### src/rtl/uart_pkg.sv
// uart_pkg: shared UART RX state encoding, legal prescale ratios and vote helper
package uart_pkg;
  typedef enum logic [2:0] {IDLE, START, DATA, PARITY, STOP} rx_state_t;
  localparam int PRESCALE_8 = 8;
  localparam int PRESCALE_16 = 16;
  localparam int PRESCALE_32 = 32;
  function automatic logic maj3(input logic a, input logic b, input logic c);
    return (a & b) | (a & c) | (b & c);
  endfunction
endpackage

### src/rtl/uart_rx_sampler.sv
// uart_rx_sampler: bit-period edge counter and mid-bit sampler; UART_RX_MAJORITY_EN selects 2-of-3 vote
module uart_rx_sampler
  import uart_pkg::*;
#(
  parameter int PRESCALE_W = 6
) (
  input  logic                  clk,
  input  logic                  rst,
  input  logic                  en,
  input  logic                  rx_in,
  input  logic [PRESCALE_W-1:0] prescale,
  output logic [PRESCALE_W-1:0] edge_cnt,
  output logic                  bit_end,
  output logic                  sample_vld,
  output logic                  sampled_bit
);
  localparam logic [PRESCALE_W-1:0] ONE = PRESCALE_W'(1);
  logic [PRESCALE_W-1:0] half;
  logic s_mid, vote;
  assign half = prescale >> 1;
  assign bit_end = edge_cnt == prescale - ONE;
`ifdef UART_RX_MAJORITY_EN
  logic s_early;
  always_ff @(posedge clk) begin
    if (rst) s_early <= 1'b0;
    else if (edge_cnt == half - ONE) s_early <= rx_in;
  end
  assign vote = maj3(s_early, s_mid, rx_in);
`else
  assign vote = s_mid;
`endif
  // the third vote comes straight off the line at H+1, so the result lands at H+2
  always_ff @(posedge clk) begin
    if (rst) begin
      edge_cnt <= '0;
      s_mid <= 1'b0;
      sample_vld <= 1'b0;
      sampled_bit <= 1'b0;
    end else begin
      edge_cnt <= en ? (bit_end ? '0 : edge_cnt + ONE) : '0;
      if (edge_cnt == half) s_mid <= rx_in;
      sample_vld <= en && edge_cnt == half + ONE;
      if (en && edge_cnt == half + ONE) sampled_bit <= vote;
    end
  end
endmodule

### src/rtl/uart_rx_ctrl.sv
// uart_rx_ctrl: UART receive frame FSM and deserialiser; sampling mode set by UART_RX_MAJORITY_EN
module uart_rx_ctrl
  import uart_pkg::*;
#(
  parameter int DATA_WIDTH = 8,
  parameter int PRESCALE_W = 6
) (
  input  logic                  CLK,
  input  logic                  RST,
  input  logic                  RX_IN,
  input  logic [PRESCALE_W-1:0] Prescale,
  input  logic                  PAR_EN,
  input  logic                  par_err,
  output logic                  sampled_bit,
  output logic                  sample_vld,
  output logic                  par_chk_en,
  output logic [DATA_WIDTH-1:0] P_DATA,
  output logic                  data_valid,
  output logic                  strt_err,
  output logic                  stp_err
);
  localparam int BW = $clog2(DATA_WIDTH + 1);
  localparam logic [BW-1:0] LAST = BW'(DATA_WIDTH);
  rx_state_t state, next;
  logic [PRESCALE_W-1:0] edge_cnt;
  logic [BW-1:0] bit_cnt;
  logic bit_end, start, en, par_en_q, par_chk_q, perr_q;
  assign start = state == IDLE && !RX_IN && edge_cnt == '0;
  assign en = state != IDLE || start;
  assign par_chk_en = sample_vld && state == PARITY;
  uart_rx_sampler #(.PRESCALE_W(PRESCALE_W)) u_sampler (
    .clk(CLK),
    .rst(RST),
    .en(en),
    .rx_in(RX_IN),
    .prescale(Prescale),
    .edge_cnt(edge_cnt),
    .bit_end(bit_end),
    .sample_vld(sample_vld),
    .sampled_bit(sampled_bit)
  );
  always_ff @(posedge CLK) begin
    if (RST) state <= IDLE;
    else state <= next;
  end
  always_comb begin
    next = state;
    case (state)
      IDLE:    next = start ? START : IDLE;
      START:   if (bit_end) next = sampled_bit ? IDLE : DATA;
      DATA:    if (bit_end && bit_cnt == LAST) next = par_en_q ? PARITY : STOP;
      PARITY:  if (bit_end) next = STOP;
      STOP:    if (bit_end) next = IDLE;
      default: next = IDLE;
    endcase
  end
  // par_err from the checker trails par_chk_en by one cycle
  always_ff @(posedge CLK) begin
    if (RST) begin
      P_DATA <= '0;
      bit_cnt <= '0;
      par_en_q <= 1'b0;
      par_chk_q <= 1'b0;
      perr_q <= 1'b0;
      data_valid <= 1'b0;
      strt_err <= 1'b0;
      stp_err <= 1'b0;
    end else begin
      par_chk_q <= par_chk_en;
      strt_err <= state == START && bit_end && sampled_bit;
      stp_err <= state == STOP && bit_end && !sampled_bit;
      data_valid <= state == STOP && bit_end && sampled_bit && !perr_q;
      if (state == IDLE) begin
        bit_cnt <= '0;
        perr_q <= 1'b0;
        par_en_q <= PAR_EN;
      end
      if (par_chk_q) perr_q <= par_err;
      if (state == DATA && sample_vld) begin
        P_DATA <= {sampled_bit, P_DATA[DATA_WIDTH-1:1]};
        bit_cnt <= bit_cnt + 1'b1;
      end
    end
  end
endmodule

### config.mk
export PLATFORM = sky130hd
export DESIGN_NAME = uart_rx_ctrl
export DESIGN_NICKNAME = d
export VERILOG_FILES = /design/src/rtl/uart_pkg.sv /design/src/rtl/uart_rx_sampler.sv /design/src/rtl/uart_rx_ctrl.sv
export SDC_FILE = /design/constraint.sdc
export NUM_CORES = 1
export LEC_CHECK = 0
export ABC_AREA = 1
export CORE_UTILIZATION = 37
export CTS_CLUSTER_DIAMETER = 50
export DETAILED_ROUTE_END_ITERATION = 10
export SLEW_MARGIN = 20
export SYNTH_ARGS = -nofsm -noshare
export SYNTH_HDL_FRONTEND = slang
export SYNTH_HIERARCHICAL = 1
export SYNTH_SLANG_ARGS = --single-unit
### constraint.sdc
create_clock -name CLK -period 2.2 [get_ports CLK]
set_clock_uncertainty 0.2 [all_clocks]
set_input_delay 0.44 -clock CLK [delete_from_list [all_inputs] [get_ports CLK]]
set_output_delay 0.44 -clock CLK [all_outputs]
set_load 0.005 [all_outputs]
==> impl_metrics.csv <==
group,metric,value,unit
sta,relSlewSlack,74.65,%
clock_network,htreeDepth,2,
clock_network,tritoncts,"yes",
grt,grt_max_degree,16,
synth,syn_area,1668,sq um
layout,syn2layout_area_growth,31.13,%
placed_design,gp_congestion,0.8638,
setup_path,rrSetupSlack,0.36,ns
clock_network,clk_latency,0.28,ns
grt,antenna_found_initial,0,
sta,setup_tns,0,ns
flow_run,max_cap_viol_count,0,
layout,seq_area,604.3,sq um
setup_path,arrival,2.04,ns
detailed_routing,vias,1621,
placed_design,placed_area,2042,sq um
sta,post-route-period-util,91.73,%
pwr,power_frac_seq,38.1,%
layout,final_area,2187,sq um
setup_path,rr_endpoint,"u_sampler/sampled_bit$_SDFFE_PP0P_",
floorplanning,io_pins,25,
placed_design,portBuffers,24,
sta,report.final.slew_viol_count,0,
clock_network,ctsLongestPathBuffers,2,
synth,synthCells,254,
floorplanning,std_cell_rows,24,
pwr,power_frac_clock,32.0,%
detailed_routing,wl_met1,1839,um
setup_path,crit_top_cell,"nand2_2",
setup_path,endpoint_kind,"flip-flop",
outcome,status,"finished clean",
synth,yosysUniqueCellTypes,26,
pwr,p_leak,0.001035,uW
layout,fillCellCount,443,
setup_path,slowest_stage,"clkdlybuf4s50_1",
detailed_routing,drc_errors,0,
grt,grt_pass1_vias,1540,
setup_path,cp-start-kind,"input port",
synth,ys_seq_area_share,36.01,%
pwr,p_switching,578.5,uW
sta,rsz0062_at_grt,"false",
detailed_routing,wl_met3,84,um
clock_network,cts_setup_buffers,0,
floorplanning,die_h,69.14,um
floorplanning,core_area,4354,sq um
detailed_routing,final_antenna_net_count,0,
synth,yosys_warnings,6,
sta,fin_crit,2.018,ns
setup_path,crit_type,"input port to flip-flop",
sta,tightest_slew,0.3798,ns
clock_network,cts_sinks,30,
setup_path,path_delay_family,"buffers and inverters",
detailed_routing,wl_per_cell,10.70,um
layout,stdcell_count,346,
setup_path,r2r_cells,11,
pwr,power,1731,uW
pwr,p_per_area,791.4,nW/um^2
clock_network,numCtsBuffers,5,
synth,avgSynthCellArea,6.566,sq um
detailed_routing,routed_wl,3701,um
layout,final_cell_mix,"55 x nor2_1, 51 x nand2_1, 32 x inv_1",
synth,syn_nets,271,
detailed_routing,avgViaCountPerCell,4.685,
setup_path,cp_slowest_stage_delay,0.42,ns
synth,ys_ff_latch,30,
sta,setup_violations,0,
placed_design,dp_hpwl,2721,um
layout,n_antenna_cell,0,
worst_hold_path,hold_depth,1,
floorplanning,dieArea,4780,sq um
floorplanning,initial_utilization,38.30,%
floorplanning,die-width,69.14,um
placed_design,dp.cells,339,
pwr,p_sw_share,33.42,%
layout,drive_gt1_share,12.93,%
layout,multi_input_area,928.4,sq um
worst_hold_path,min_path_type,"flip-flop to flip-flop",
clock_network,clk_pin_slew_worst_paths,0.06,ns
setup_path,cp.required,2.22,ns
clock_network,cts_root_buf,"clkbuf_8",
sta,hold_viol,0,
setup_path,path_max_fanout,4,
setup_path,reg2reg_from,"u_sampler/edge_cnt[4]$_SDFF_PP0_",
worst_hold_path,hold_start,"perr_q$_SDFFE_PP0P_",
detailed_routing,route.met2.wl,1729,um
worst_hold_path,hold_end,"data_valid$_SDFF_PP0_",
pwr,ir_worst_vdd,0.4943,mV
detailed_routing,drt_iter0_markers,97,
layout,num-nets-final,311,
pwr,pwr-share-comb,30.0,%
detailed_routing,routed.top_layer,"met4",
pwr,p_int,1152,uW
grt,grt_pass1_wl,6451,um
grt,track_usage,16.69,%
detailed_routing,firstDrtPassIters,4,
setup_path,worst-path-buf-inv,3,
layout,layout_commonest_cell,"nor2_1",
grt,overflow,0,
setup_path,path_cells,"clkdlybuf4s50_1 > inv_1 > ha_1 > nand3_1 > xnor2_1 > nand3_2 > inv_2 > nand2_2 > nand2_2 > nand2_1 > a21oi_2",
sta,fmax,495.5,MHz
==> worst reg2reg max path, stage by stage (launching register included) <==
cell	delay, ns
dfxtp_1	0.39
or2_2	0.31
nor2_1	0.10
nand2_1	0.07
nand2_1	0.06
inv_1	0.05
a21oi_1	0.11
nand3_1	0.10
nor2_2	0.15
nand3_1	0.09
nand2_1	0.07
nor2_1	0.03
==> stage by stage <==
| step | utilization (%) | hold slack, ns | worst slack, ns |
|---|---|---|---|
| after floorplan | - | 0.2014 | 0.3164 |
| after global placement | 46.90 | 0.2356 | -0.2394 |
| after detailed placement | 46.90 | 0.2424 | -0.2708 |
| after CTS | 49.54 | 0.2412 | 0.004976 |
| after global routing | 50.23 | 0.2456 | 0.06453 |
| final | 50.23 | 0.2300 | 0.1819 |
==> worst max path at each step <==
stage | cells past startpoint | from | slack [ns] | endpoint
6_report | 11 | Prescale[2] | 0.18 | state[2]$_SDFFE_PP0P_
5_1_grt | 11 | Prescale[2] | 0.06 | state[2]$_SDFFE_PP0P_
4_1_cts | 6 | state[2]$_SDFFE_PP0P_ | 0.005 | par_chk_en
3_5_place_dp | 13 | Prescale[0] | -0.27 | state[2]$_SDFFE_PP0P_
3_3_place_gp | 13 | Prescale[0] | -0.24 | state[2]$_SDFFE_PP0P_
2_1_floorplan | 12 | Prescale[0] | 0.32 | state[2]$_SDFFE_PP0P_
==> registers in the layout, indices dropped and copies added (netlist names) <==
signal	cells
u_sampler/edge_cnt	6
strt_err	1
par_en_q	1
u_sampler/s_mid	1
P_DATA	8
state	3
perr_q	1
stp_err	1
u_sampler/sample_vld	1
par_chk_q	1
bit_cnt	4
data_valid	1
u_sampler/sampled_bit	1
==> routing by layer <==
metal / up-vias / GRT usage [%]
met3: 6 / 3.947
met1: 724 / 20.29
met4: 0 / 6.122
met5: - / 0
li1: 867 / -
met2: 24 / 28.48
==> kinds of logic (layout without fill, tap and decap cells) <==
family,after synthesis,after routing,share of synthesized area (%)
compound gates,23,23,7.201
simple gates,146,146,37.44
flops,30,30,36.01
fa+ha+maj,6,6,4.501
xor+xnor,10,10,5.251
buf+inv,39,79,9.602
==> power groups by stage <==
| stage | sequential (uW) | clock [uW] | combinational [uW] |
|---|---|---|---|
| 2_1_floorplan | 649 | 0 | 377 |
| 3_3_place_gp | 666 | 0 | 497 |
| 3_5_place_dp | 666 | 0 | 497 |
| 4_1_cts | 656 | 567 | 501 |
| 5_1_grt | 665 | 589 | 603 |
| 6_report | 659 | 553 | 518 |
==> cells in the mapped netlist (all sizes together) <==
| cell type | instances | area share (%) |
|---|---|---|
| dfxtp | 30 | 36 |
| nand3 | 24 | 7.5 |
| or2 | 2 | 0.75 |
| nor4 | 1 | 0.38 |
| xor2 | 5 | 2.6 |
| nor2 | 59 | 14 |
| nand2 | 55 | 13 |
| nand4 | 2 | 0.75 |
| a22oi | 2 | 0.90 |
| buf | 4 | 1.7 |
| nor3 | 3 | 0.90 |
| a21oi | 7 | 2.1 |
| xnor2 | 5 | 2.6 |
| ha | 6 | 4.5 |
| o21ai | 14 | 4.2 |
| inv | 35 | 7.9 |
==> final cells by class <==
type / count / area share, %
clock buffer: 6 / 3.776
clock inverter: 1 / 1.373
inverter: 35 / 6.007
multi-input combinational: 185 / 42.45
sequential: 30 / 27.63
tap: 52 / 2.975
timing repair buffer: 37 / 15.79
==> timing repair <==
action,CTS,global route
resized for setup,2,10
pin swaps,0,5
endpoints found under the setup margin,1,6
hold buffers,0,0
(Power assumes the default switching activity.)
